--- src/rtl/render_pkg.sv ---
// Shared render fixed-point types, scan FSM states and the fixed-point floor helper.
package render_pkg;
  localparam int INTEGER   = 10;
  localparam int DECIMAL   = 7;
  localparam int PRECISION = 1 + INTEGER + DECIMAL;

  typedef logic signed [PRECISION-1:0] fix_t;
  typedef logic [INTEGER-1:0]          pix_t;
  typedef logic signed [INTEGER:0]     ipart_t;

  typedef enum logic [1:0] {IDLE, SETUP, CLAMP, SCAN} scan_state_t;

  // Arithmetic shift floors toward -inf, so -0.5 lands on pixel -1.
  function automatic ipart_t floor_fix(fix_t v);
    fix_t s;
    s = v >>> DECIMAL;
    return ipart_t'(s[INTEGER:0]);
  endfunction
endpackage

--- src/rtl/tri_bbox.sv ---
// Combinational screen bounding box of a triangle: floor, min/max, clamp and empty flag.
module tri_bbox
  import render_pkg::*;
#(
  parameter int WIDTH  = 800,
  parameter int HEIGHT = 600
) (
  input  logic [PRECISION-1:0] x1,
  input  logic [PRECISION-1:0] y1,
  input  logic [PRECISION-1:0] x2,
  input  logic [PRECISION-1:0] y2,
  input  logic [PRECISION-1:0] x3,
  input  logic [PRECISION-1:0] y3,
  output logic [INTEGER-1:0]   xmin,
  output logic [INTEGER-1:0]   xmax,
  output logic [INTEGER-1:0]   ymin,
  output logic [INTEGER-1:0]   ymax,
  output logic                 empty
);
  localparam ipart_t XLIM = ipart_t'(WIDTH - 1);
  localparam ipart_t YLIM = ipart_t'(HEIGHT - 1);

  ipart_t lo_x, hi_x, lo_y, hi_y;

  function automatic ipart_t min3(ipart_t a, ipart_t b, ipart_t c);
    ipart_t m;
    m = (a < b) ? a : b;
    return (c < m) ? c : m;
  endfunction

  function automatic ipart_t max3(ipart_t a, ipart_t b, ipart_t c);
    ipart_t m;
    m = (a > b) ? a : b;
    return (c > m) ? c : m;
  endfunction

  function automatic pix_t clamp(ipart_t v, ipart_t lim);
    if (v[INTEGER]) return '0;
    if (v > lim) return lim[INTEGER-1:0];
    return v[INTEGER-1:0];
  endfunction

  assign lo_x = min3(floor_fix(x1), floor_fix(x2), floor_fix(x3));
  assign hi_x = max3(floor_fix(x1), floor_fix(x2), floor_fix(x3));
  assign lo_y = min3(floor_fix(y1), floor_fix(y2), floor_fix(y3));
  assign hi_y = max3(floor_fix(y1), floor_fix(y2), floor_fix(y3));

  assign xmin = clamp(lo_x, XLIM);
  assign xmax = clamp(hi_x, XLIM);
  assign ymin = clamp(lo_y, YLIM);
  assign ymax = clamp(hi_y, YLIM);

  // Emptiness is judged on the unclamped box; clamping would hide a fully off-screen triangle.
  assign empty = hi_x[INTEGER] | hi_y[INTEGER] | (lo_x > XLIM) | (lo_y > YLIM);
endmodule

--- src/rtl/tri_scan_ctrl.sv ---
// Triangle scan sequencer: accepts a triangle, bounds it, walks its box row-major to the datapath.
// Optional back-face culling with saturating cull_cnt when TRI_SCAN_CULL_EN is defined.
module tri_scan_ctrl
  import render_pkg::*;
#(
  parameter int WIDTH  = 800,
  parameter int HEIGHT = 600
) (
  input  logic                 clk,
  input  logic                 rst,
  input  logic                 in_vld,
  output logic                 in_rdy,
  input  logic [PRECISION-1:0] in_x1,
  input  logic [PRECISION-1:0] in_y1,
  input  logic [PRECISION-1:0] in_x2,
  input  logic [PRECISION-1:0] in_y2,
  input  logic [PRECISION-1:0] in_x3,
  input  logic [PRECISION-1:0] in_y3,
  output logic                 out_vld,
  input  logic                 out_rdy,
  output logic [INTEGER-1:0]   out_px,
  output logic [INTEGER-1:0]   out_py,
  output logic [PRECISION-1:0] out_x1,
  output logic [PRECISION-1:0] out_y1,
  output logic [PRECISION-1:0] out_x2,
  output logic [PRECISION-1:0] out_y2,
  output logic [PRECISION-1:0] out_x3,
  output logic [PRECISION-1:0] out_y3,
  output logic                 out_first,
  output logic                 out_last,
  output logic                 busy
`ifdef TRI_SCAN_CULL_EN
  ,
  output logic [15:0]          cull_cnt
`endif
);
  scan_state_t state, state_nxt;
  pix_t px, py, xmin_q, xmax_q, ymin_q, ymax_q;
  pix_t bb_xmin, bb_xmax, bb_ymin, bb_ymax;
  logic empty_q, bb_empty, cull_hit, at_end;

  tri_bbox #(.WIDTH(WIDTH), .HEIGHT(HEIGHT)) u_bbox (
    .x1(out_x1), .y1(out_y1), .x2(out_x2), .y2(out_y2), .x3(out_x3), .y3(out_y3),
    .xmin(bb_xmin), .xmax(bb_xmax), .ymin(bb_ymin), .ymax(bb_ymax), .empty(bb_empty)
  );

  assign in_rdy    = (state == IDLE);
  assign out_vld   = (state == SCAN);
  assign busy      = (state != IDLE);
  assign out_px    = px;
  assign out_py    = py;
  assign at_end    = (px == xmax_q) && (py == ymax_q);
  assign out_first = out_vld && (px == xmin_q) && (py == ymin_q);
  assign out_last  = out_vld && at_end;

`ifdef TRI_SCAN_CULL_EN
  localparam int AW = 2*PRECISION + 2;
  logic signed [PRECISION:0] dx21, dy31, dy21, dx31;
  logic signed [AW-1:0] area, area_q;

  assign dx21 = $signed({out_x2[PRECISION-1], out_x2}) - $signed({out_x1[PRECISION-1], out_x1});
  assign dy31 = $signed({out_y3[PRECISION-1], out_y3}) - $signed({out_y1[PRECISION-1], out_y1});
  assign dy21 = $signed({out_y2[PRECISION-1], out_y2}) - $signed({out_y1[PRECISION-1], out_y1});
  assign dx31 = $signed({out_x3[PRECISION-1], out_x3}) - $signed({out_x1[PRECISION-1], out_x1});
  assign area = AW'(dx21) * AW'(dy31) - AW'(dy21) * AW'(dx31);
  // Zero area (collinear) is culled together with clockwise winding.
  assign cull_hit = area_q[AW-1] | (area_q == '0);

  always_ff @(posedge clk) begin
    if (rst) begin
      area_q   <= '0;
      cull_cnt <= '0;
    end else begin
      if (state == SETUP) area_q <= area;
      if (state == CLAMP && cull_hit && cull_cnt != 16'hffff) cull_cnt <= cull_cnt + 16'd1;
    end
  end
`else
  assign cull_hit = 1'b0;
`endif

  always_comb begin
    state_nxt = state;
    unique case (state)
      IDLE:    if (in_vld) state_nxt = SETUP;
      SETUP:   state_nxt = CLAMP;
      CLAMP:   state_nxt = (empty_q || cull_hit) ? IDLE : SCAN;
      SCAN:    if (out_rdy && at_end) state_nxt = IDLE;
      default: state_nxt = IDLE;
    endcase
  end

  always_ff @(posedge clk) begin
    if (rst) state <= IDLE;
    else     state <= state_nxt;
  end

  always_ff @(posedge clk) begin
    if (rst) begin
      {out_x1, out_y1, out_x2, out_y2, out_x3, out_y3} <= '0;
      {xmin_q, xmax_q, ymin_q, ymax_q} <= '0;
      empty_q <= 1'b0;
      px      <= '0;
      py      <= '0;
    end else begin
      unique case (state)
        IDLE: if (in_vld) begin
          out_x1 <= in_x1; out_y1 <= in_y1;
          out_x2 <= in_x2; out_y2 <= in_y2;
          out_x3 <= in_x3; out_y3 <= in_y3;
        end
        SETUP: begin
          xmin_q  <= bb_xmin;
          xmax_q  <= bb_xmax;
          ymin_q  <= bb_ymin;
          ymax_q  <= bb_ymax;
          empty_q <= bb_empty;
        end
        CLAMP: begin
          px <= xmin_q;
          py <= ymin_q;
        end
        SCAN: if (out_rdy) begin
          if (px < xmax_q) begin
            px <= px + 1'b1;
          end else if (py < ymax_q) begin
            px <= xmin_q;
            py <= py + 1'b1;
          end
        end
        default: ;
      endcase
    end
  end
endmodule

--- config.mk ---
export PLATFORM = sky130hd
export DESIGN_NAME = tri_scan_ctrl
export DESIGN_NICKNAME = d
export VERILOG_FILES = /design/src/rtl/render_pkg.sv /design/src/rtl/tri_bbox.sv /design/src/rtl/tri_scan_ctrl.sv
export SDC_FILE = /design/constraint.sdc
export NUM_CORES = 1
export LEC_CHECK = 0
export BUFFER_PORTS_ARGS = -buffer_cell sky130_fd_sc_hd__buf_2
export CORE_MARGIN = 1.5
export CORE_UTILIZATION = 29
export CTS_CLUSTER_DIAMETER = 150
export DETAILED_ROUTE_END_ITERATION = 6
export PLACE_DENSITY = 0.51
export SLEW_MARGIN = 5
export SYNTH_ARGS = -nofsm -noshare
export SYNTH_HDL_FRONTEND = slang
export SYNTH_SLANG_ARGS = --single-unit
--- constraint.sdc ---
create_clock -name clk -period 12.8 [get_ports clk]
set_clock_uncertainty 0.05 [all_clocks]
set_input_delay 1.28 -clock clk [delete_from_list [all_inputs] [get_ports clk]]
set_output_delay 1.28 -clock clk [all_outputs]
set_load 0.02 [all_outputs]
---- After elaboration in Yosys (flattened, before gate mapping) ----
Index checks and enable logic that the tools add are counted.
operators by class
  $add $sub $neg .......................... 2
  order comparisons ....................... 14
  equal/unequal tests ..................... 13
  muxes and demuxes ....................... 48
  bitwise operators ....................... 3
  reductions and logical operators ........ 12
operators with widths
  cell                   count
  $mux 10                22
  $mux 11                8
  $gt 11x11->1           4
  $gt 11x11->1 const B   4
  $lt 11x11->1           4
  $eq 10x10->1           4
  $pmux 10 s2            2
  $add 10x1->10 const B  2
  $lt 10x10->1           2
  $mux 1                 12
  $pmux 2 s4             1
  $mux 2                 3
  $ne 2x1->1 const B     3
  $logic_and 1x1->1      5
  $eq 2x2->1 const B     2
  $ne 2x2->1 const B     2
  $reduce_and 2->1       2
  $reduce_and 4->1       1
  $reduce_bool 2->1      2
  $ne 3x1->1 const B     1
  $or 1x1->1             3
  $reduce_and 3->1       1
  $eq 2x1->1 const B     1
  $logic_not 2->1        1
word-level totals
  flip-flop bits (word level) ............. 171
  bits of input ports ..................... 112
  output and inout port bits .............. 133
  logic and storage cells ................. 106

---- Logic depth before layout (Yosys ltp) ----
Gate-level depths: netlist of the first run.
  depth in word-level cells ............... 9
  gate-level depth with buffers ........... 21
  gate-level depth less buffers ........... 18

---- By module ----
Synthesis of the first run repeated with hierarchy kept, for this count alone.
unflattened totals
  cells, all modules ...................... 1412
  area total of the unflattened synthesis .. 10625.2 um2
modules (own cells, without submodules)
  module         instances  cells each  area an instance (um2)  sequential area each (um2)
  tri_scan_ctrl  1          935         7252.0                  3423.3
  tri_bbox       1          477         3373.2                  0.0

---- Least setup slack after synthesis of the first run ----
OpenSTA, ideal clock, no wires.
  kind .................................... flip-flop to flip-flop
  start point ............................. reg out_x2[17]
  end point ............................... reg xmax_q[5]
  library setup time ...................... 0.117 ns
  arrival ................................. 4.908 ns
  required time ........................... 12.633 ns
  slack ................................... 7.725 ns
  stages on the path, launching flop included .. 20
  buffers on the path ..................... 3
  clock period less this slack ............ 5.075 ns
  cells stage by stage .................... dfxtp_1 > inv_1 > ha_1 > or3b_1 > or4_1 > nand3_2 > buf_2 > mux2i_1 > ha_1 > nor2b_1 > o21a_1 > o21ai_0 > a21oi_1 > a21oi_1 > or2_2 > clkbuf_1 > mux2_2 > and2_1 > buf_2 > a32o_1
between the ends
  longest elaborated chain between the ends .. 9
  elaborated cells on any way between the ends .. 11
  those cells by class .................... order compare: 3; mux: 8
RTL lines
  item                      RTL line              source
  start: declaration        tri_scan_ctrl.sv:25   output logic [PRECISION-1:0] out_x2,
  start signal: assignment  tri_scan_ctrl.sv:109  out_x2 <= in_x2; out_y2 <= in_y2;
  $gt 11x11->1              tri_bbox.sv:33        m = (a > b) ? a : b;
  $mux 11 *                 tri_bbox.sv:33
  $gt 11x11->1              tri_bbox.sv:34        return (c > m) ? c : m;
  $mux 11 *                 tri_bbox.sv:34
  $gt 11x11->1              tri_bbox.sv:39        if (v > lim) return lim[INTEGER-1:0];
  $mux 1 (2 in a row)       tri_bbox.sv:39
  $mux 10                   tri_bbox.sv:40        return v[INTEGER-1:0];
  $mux 10 *                 tri_bbox.sv:39
  end signal: assignment    tri_scan_ctrl.sv:114  xmax_q <= bb_xmax;
  end: declaration          tri_scan_ctrl.sv:38   pix_t px, py, xmin_q, xmax_q, ymin_q, ymax_q;
Mark *: on every way between the ends. The rest lies on a longest branch, timed or not. The select of a mux whose other input is x is not followed.
A chain may end at the register's enable or synchronous reset.

---- Worst setup path in the final report of the first run ----
  start point ............................. reg out_y2[17]
  end point ............................... reg ymin_q[4]
between the ends
  longest elaborated chain between the ends .. 9
  elaborated cells on any way between the ends .. 11
  those cells by class .................... order compare: 3; mux: 8
RTL lines
  item                      RTL line              source
  start: declaration        tri_scan_ctrl.sv:26   output logic [PRECISION-1:0] out_y2,
  start signal: assignment  tri_scan_ctrl.sv:109
  $lt 11x11->1              tri_bbox.sv:27        m = (a < b) ? a : b;
  $mux 11 *                 tri_bbox.sv:27
  $lt 11x11->1              tri_bbox.sv:28        return (c < m) ? c : m;
  $mux 11 *                 tri_bbox.sv:28
  $gt 11x11->1              tri_bbox.sv:39
  $mux 1 (2 in a row)       tri_bbox.sv:39
  $mux 10                   tri_bbox.sv:40
  $mux 10 *                 tri_bbox.sv:39
  end signal: assignment    tri_scan_ctrl.sv:115  ymin_q <= bb_ymin;
  end: declaration          tri_scan_ctrl.sv:38
Marks and branches as above.

==> impl_metrics.py, run 1 <==
metrics = {
    "outcome": {
        "run_status": "completed",
    },
    "cts": {
        "cts_root_buffer": "sky130_fd_sc_hd__clkbuf_16",
        "htree_num_levels": 4,
        "cts_hold_buf": 0,
        "clockBufferDepth": 2,
        "clock_sinks": 171,
        "cts_inserted_buffers": 17,
        "cts_tree": "built",
        "post_cts_resized": 0,
        "path_clk_slew_ns": 0.07,
        "clkLatencyLatePin_ns": 0.44,
        "cts_setup_buffers": 0,
    },
    "drt": {
        "dr.pass1.iters": 5,
        "route.antenna.remaining_nets": 0,
        "vias": 10215,
        "wire_per_inst_microns": 17.76,
        "avgViaCountPerCell": 5.118,
        "drc": 0,
        "postRouteWirelength_microns": 35460,
        "dr.first_iter.drc_count": 575,
    },
    "sta": {
        "final_period_minus_worst_setup_slack_ns": 5.445,
        "report.final.hold_viol_count": 0,
        "tightest_slew_ns": 1.193,
        "finalCritPeriodShare_pct": 42.54,
        "maxSlewHeadroom_pct": 20.49,
        "postLayoutSetupSlackWorst_ns": 7.355,
        "rsz0062_at_grt": "false",
        "timing.fmax_mhz": 183.6,
        "setup_tns_ns": 0,
        "worst_hold_slack_ns": 0.4000,
        "setup_viol_count_final": 0,
        "final-max-slew-violation-count": 0,
    },
    "pwr": {
        "intPower_mw": 1.214,
        "comb_power_share_pct": 42.8,
        "static-leakage-power_nw": 5.540,
        "seqPwrFrac_pct": 32.1,
        "netSwitchingPower_uw": 839.3,
        "clockPowerShare_pct": 25.1,
        "vdd_drop_max_uv": 99.96,
        "p_per_area_mw_per_mm2": 165.1,
        "power.share.switching_pct": 40.88,
    },
    "floorplanning": {
        "pin_count": 245,
        "starting_utilization_of_the_core_area_pct": 29.64,
        "full_die_area_sq_mm": 0.03661,
        "dieHeight_microns": 191.3,
        "rows": 68,
        "die_width_microns": 191.3,
        "floorplan.core_area_sq_mm": 0.03471,
    },
    "finish": {
        "nFillCells": 3734,
        "postLayoutCoreUtil_pct": 35.84,
        "final-seq-area_sq_mm": 0.003423,
        "finish.net_count": 1726,
        "flow.area_growth_from_synthesis_pct": 20.93,
        "multiInputGateArea_sq_mm": 0.006376,
        "post_route_cells_drive_above_1_share_pct": 20.38,
        "antenna_cells": 0,
    },
    "synth": {
        "postSynthNetCount": 1523,
        "ys_seq_area_share_pct": 33.28,
        "yosys-top-cells-area": "sky130_fd_sc_hd__dfxtp_1 33%, sky130_fd_sc_hd__nand2_1 10%, sky130_fd_sc_hd__ha_1 10%",
        "yosys-top-cells-count": "284 x sky130_fd_sc_hd__nand2_1, 171 x sky130_fd_sc_hd__dfxtp_1, 165 x sky130_fd_sc_hd__a21oi_1",
        "area_of_the_mapped_netlist_sq_mm": 0.01029,
        "yosys.cell_types.count": 74,
        "postSynth.topFlopCell": "sky130_fd_sc_hd__dfxtp_1",
        "synth_warnings": 0,
        "netlist.top_cell.by_area": "sky130_fd_sc_hd__dfxtp_1",
        "post_synth_edffs": 0,
        "fraction_of_synthesized_cell_area_taken_by_the_top_area_cell_type_pct": 33.28,
        "synthMostInstantiatedCell": "sky130_fd_sc_hd__nand2_1",
        "synthesis.area_per_instance_sq_um": 7.758,
        "cell_count_after_synthesis": 1326,
        "synth-seq-cells": 171,
        "async_flop_share_pct": 0,
    },
    "placement": {
        "placement.setup.worst_slack_ns": 7.377,
        "place_hpwl_microns": 26790,
        "port-buffer-count": 244,
        "finalWeightedCongestion": 0.8658,
    },
    "worst_setup_path": {
        "arrival_ns": 5.73,
        "timing.reg2reg.setup_slack_ns": 7.35,
        "endpoint_kind": "flip-flop",
        "critical_path_required_ns": 13.08,
        "rr_worst_depth": 17,
        "worstPathMaxFanout": 22,
        "critPathLaunchType": "flip-flop",
        "timing_worst_setup_path_type": "reg2reg",
    },
    "global_route": {
        "first_pass_grt_wire_length_microns": 54660,
        "antenna_found_initial": 3,
        "global_route.overflow_total": 0,
        "grt_pass1_vias": 9555,
        "largest_net_degree_at_the_start_of_global_routing": 106,
        "grtUsageTotal_pct": 19.27,
    },
    "flow_run": {
        "drv_cap": 0,
    },
    "hold_path": {
        "worstHoldPathType": "reg2reg",
        "min_path_cells": 2,
    },
}
worst paths after layout:
path | endpoint | startpoint
min reg2reg | ymax_q[5] | ymax_q[5]
max reg2reg | ymin_q[4] | out_y2[17]
max | ymin_q[4] | out_y2[17]
min | ymax_q[5] | ymax_q[5]
worst max-delay path: stages (launching register included):
cell	delay, ns
sky130_fd_sc_hd__dfxtp_1	0.39
sky130_fd_sc_hd__inv_1	0.08
sky130_fd_sc_hd__ha_1	0.72
sky130_fd_sc_hd__nand4_2	0.23
sky130_fd_sc_hd__a211o_1	0.40
sky130_fd_sc_hd__o211a_2	0.21
sky130_fd_sc_hd__mux2i_2	0.69
sky130_fd_sc_hd__mux2i_1	0.22
sky130_fd_sc_hd__ha_1	0.35
sky130_fd_sc_hd__a21oi_1	0.07
sky130_fd_sc_hd__a2bb2oi_1	0.14
sky130_fd_sc_hd__a21oi_1	0.12
sky130_fd_sc_hd__o21ai_0	0.18
sky130_fd_sc_hd__o31a_1	0.18
sky130_fd_sc_hd__a31oi_4	0.50
sky130_fd_sc_hd__mux2i_2	0.43
sky130_fd_sc_hd__o21ai_0	0.16
sky130_fd_sc_hd__a22o_1	0.21
registers in the layout, summed over array words and instances, names as in the netlist:
signal / flops
empty_q: 1
xmax_q: 10
xmin_q: 10
out_y3: 18
out_x2: 18
out_y2: 18
out_py: 10
state: 2
out_x1: 18
ymax_q: 10
out_x3: 18
out_y1: 18
ymin_q: 10
out_px: 10
cell families (layout without fill, tap and decap cells):
family                   count (synthesis)  in the layout  synth area share, %
flip-flops                             171            171                33.28
multiplexers                            52             52                5.279
adder cells (fa/ha/maj)                 85             85                10.34
buffers and inverters                  127            342                4.865
XOR/XNOR                                20             20                1.703
AND/OR/NAND/NOR                        530            530                23.72
AO/OA/AOI/OAI                          341            341                20.82
power by group through the flow:
stage               registers, mW  clock network (mW)  logic [mW]
finish                      0.660               0.514       0.879
global route                0.668               0.549       0.974
CTS                         0.659               0.530       0.878
detailed placement          0.671                   0       0.875
global placement            0.671                   0       0.871
floorplan                   0.685                   0       0.624
per-layer routing:
layer	vias up	track usage, %	routed length (microns)
met5	-	0	34
met4	6	4.627	401
met3	28	4.535	2250
met2	281	28.41	15100
met1	4793	27.95	17670
li1	5107	-	-
cell usage in the layout, fill, tap and decap left out, drive strengths merged, types with 14 or more instances in the layout:
cell and instances:
a21oi 167, a22o 21, and3 14, buf 250, clkbuf 23, dfxtp 171, ha 85, inv 62
mux2i 40, nand2 285, nand3 23, nand4 24, nor2 73, nor3 30, o21ai 55, xor2 16
stage by stage:
stage	total power [mW]	area [sq um]	std cells
2_1_floorplan	1.309	10290	1326
3_3_place_gp	1.542	11870	1965
3_5_place_dp	1.546	11870	1965
4_1_cts	2.068	12440	1996
5_1_grt	2.191	12440	1996
6_report	2.053	12440	1996
final cells by class:
type                       instances  share of cell area, %
sequential                       171                  27.52
clock inverter                     8                 0.6940
clock buffer                      23                  3.922
tap                              455                  4.576
timing repair buffer             250                  10.20
inverter                          61                  1.840
multi-input combinational       1028                  51.25
Note: power is estimated with default switching activity, not from simulation.
==> run 2: changes to the inputs <==
--- a/config.mk
+++ b/config.mk
@@ -10,7 +10,7 @@
 export CORE_UTILIZATION = 29
 export CTS_CLUSTER_DIAMETER = 150
 export DETAILED_ROUTE_END_ITERATION = 6
-export PLACE_DENSITY = 0.51
+export PLACE_DENSITY = 0.53
 export SLEW_MARGIN = 5
 export SYNTH_ARGS = -nofsm -noshare
 export SYNTH_HDL_FRONTEND = slang
==> constraint.sdc (replaced) <==
create_clock -name clk -period 5 [get_ports clk]
set_clock_uncertainty 0.05 [all_clocks]
set_input_delay 0.5 -clock clk [delete_from_list [all_inputs] [get_ports clk]]
set_output_delay 0.5 -clock clk [all_outputs]
set_load 0.02 [all_outputs]
==> impl_metrics.py, run 2 (same netlist as run 1, synthesis figures left out) <==
metrics = {
    "outcome": {
        "run_status": "completed",
    },
    "cts": {
        "clockBufferDepth": 2,
        "cts_tree": "built",
        "htree_num_levels": 4,
        "path_clk_slew_ns": 0.07,
        "clock_sinks": 171,
        "cts_inserted_buffers": 17,
        "cts_root_buffer": "sky130_fd_sc_hd__clkbuf_16",
        "cts_hold_buf": 0,
        "clkLatencyLatePin_ns": 0.46,
    },
    "placement": {
        "finalWeightedCongestion": 0.9010,
        "port-buffer-count": 244,
        "place_hpwl_microns": 27500,
        "place.detailed.instances": 2004,
        "placement.setup.worst_slack_ns": 0.2232,
    },
    "pwr": {
        "static-leakage-power_nw": 5.747,
        "finalPower_mw": 5.366,
        "vdd_drop_max_uv": 254.9,
        "p_per_area_mw_per_mm2": 420.6,
    },
    "floorplanning": {
        "die_width_microns": 191.3,
        "dieHeight_microns": 191.3,
        "pin_count": 245,
        "full_die_area_sq_mm": 0.03661,
        "starting_utilization_of_the_core_area_pct": 29.64,
        "rows": 68,
        "floorplan.core_area_sq_mm": 0.03471,
    },
    "worst_setup_path": {
        "timing.critical_path.mode_cell": "sky130_fd_sc_hd__ha_1",
        "worstPathMaxFanout": 14,
        "critical_path_required_ns": 5.29,
        "crit_buf_inv": 1,
        "endpoint_kind": "flip-flop",
        "critical-path-slowest-cell": "sky130_fd_sc_hd__or4_1",
        "arrival_ns": 5.07,
        "critPathLaunchType": "flip-flop",
        "cpLargestDelayFamily": "simple AND/OR/NAND/NOR gates",
        "cell_by_cell_trace_of_the_critical_path": "inv_1, ha_1, or3b_1, or4_1, nand3_4, mux2i_1, ha_1, or3_1, o21ai_0, a21oi_1, a21oi_2, or2_2, mux2_2, and2_1, a32o_1",
        "timing_worst_setup_path_type": "reg2reg",
        "timing.critical_path.slowest_cell_delay_ns": 0.61,
    },
    "sta": {
        "final_period_minus_worst_setup_slack_ns": 4.774,
        "postLayoutSetupSlackWorst_ns": 0.2260,
        "setup_tns_ns": 0,
        "finalCritPeriodShare_pct": 95.48,
        "setup_viol_count_final": 0,
        "maxSlewHeadroom_pct": 20.78,
        "final-max-slew-violation-count": 0,
        "report.final.hold_viol_count": 0,
        "tightest_slew_ns": 1.188,
        "timing.fmax_mhz": 209.5,
        "rsz0062_at_grt": "false",
    },
    "drt": {
        "postRouteWirelength_microns": 36310,
        "dr.first_iter.drc_count": 655,
        "vias": 10465,
        "dr.pass1.iters": 5,
        "route.antenna.remaining_nets": 0,
        "avgViaCountPerCell": 5.132,
        "wire_per_inst_microns": 17.81,
        "drc": 0,
    },
    "flow_run": {
        "drv_cap": 0,
    },
    "finish": {
        "final_common_cell": "sky130_fd_sc_hd__nand2_1",
        "final_cell_mix": "283 x sky130_fd_sc_hd__nand2_1, 243 x sky130_fd_sc_hd__buf_2, 171 x sky130_fd_sc_hd__dfxtp_1, 163 x sky130_fd_sc_hd__a21oi_1, 85 x sky130_fd_sc_hd__ha_1",
        "finish.net_count": 1767,
        "flow.area_growth_from_synthesis_pct": 24.01,
        "postLayoutCoreUtil_pct": 36.75,
        "instances_no_fill": 2039,
        "post_route_cells_drive_above_1_share_pct": 22.71,
    },
    "global_route": {
        "grt_pass1_vias": 9965,
        "first_pass_grt_wire_length_microns": 55970,
        "antenna_found_initial": 5,
        "largest_net_degree_at_the_start_of_global_routing": 106,
        "grtUsageTotal_pct": 19.69,
        "global_route.overflow_total": 0,
    },
    "hold_path": {
        "worstHoldPathType": "in2reg",
    },
}
[run 2: cell count changes in the layout (fill, tap and decap cells not counted), moves of 2 or more]
cell                       before  now
sky130_fd_sc_hd__buf_4          7   48
sky130_fd_sc_hd__clkinv_2       0    4
sky130_fd_sc_hd__clkbuf_8       4    1
sky130_fd_sc_hd__diode_2        0    3
sky130_fd_sc_hd__a21oi_1      165  163
sky130_fd_sc_hd__a21oi_2        1    3
[run 2: timing repair]
item / 4_1_cts / 5_1_grt
gates resized for setup: 0 / 6
buffers inserted: 0 / 2
endpoints found under the setup margin: 0 / 16
[run 2: path summary, 6_finish.rpt]
check | from | end | slack (ns) | depth (start not counted)
setup reg to reg | out_x2[17] | xmax_q[5] | 0.23 | 15
hold reg to reg | out_y2[4] | out_y2[4] | 0.40 | 2
setup / recovery | out_x2[17] | xmax_q[5] | 0.23 | 15
hold / removal | in_x3[8] | out_x3[8] | 0.22 | 3
[run 2: final cells by class]
cell class	count	area [sq um]
flip-flops and latches	171	3423
repair buffers	291	1577
diodes	3	7.507
well taps	455	569.3
clock inverters	11	98.84
clock buffers	19	442.9
inverters	61	229.0
fillers	3755	21960
multi-input cells	1028	6410
[run 2: per-stage QoR]
| stage | hold WS, ns | area (sq um) |
|---|---|---|
| detailed placement | 0.3930 | 12160 |
| CTS | 0.2015 | 12700 |
| floorplan | 0.3752 | 10290 |
| finish | 0.2237 | 12760 |
| global placement | 0.3892 | 12160 |
| global route | 0.2057 | 12750 |
[run 2: worst register-to-register path: cells and delay by family, from the launching register on]
family          cells  cell delay [ns]
compound gates      4             0.61
simple gates        6             2.12
flops               1             0.39
mux                 2             0.77
buf+inv             1             0.10
fa+ha+maj           2             0.63
[run 2: report_power, final]
part	internal [mW]	switching, mW	leakage (nW)	total (mW)
Sequential	1.50	0.156	1.40	1.66
Combinational	0.972	1.46	4.09	2.43
Clock	0.691	0.586	0.261	1.28
[run 2: metal layers]
metal / part of all wire (%) / global-route usage, %
met1: 48 / 27.52
met2: 43 / 29.17
met3: 7.3 / 5.912
met4: 1.4 / 5.168
met5: 0.019 / 0
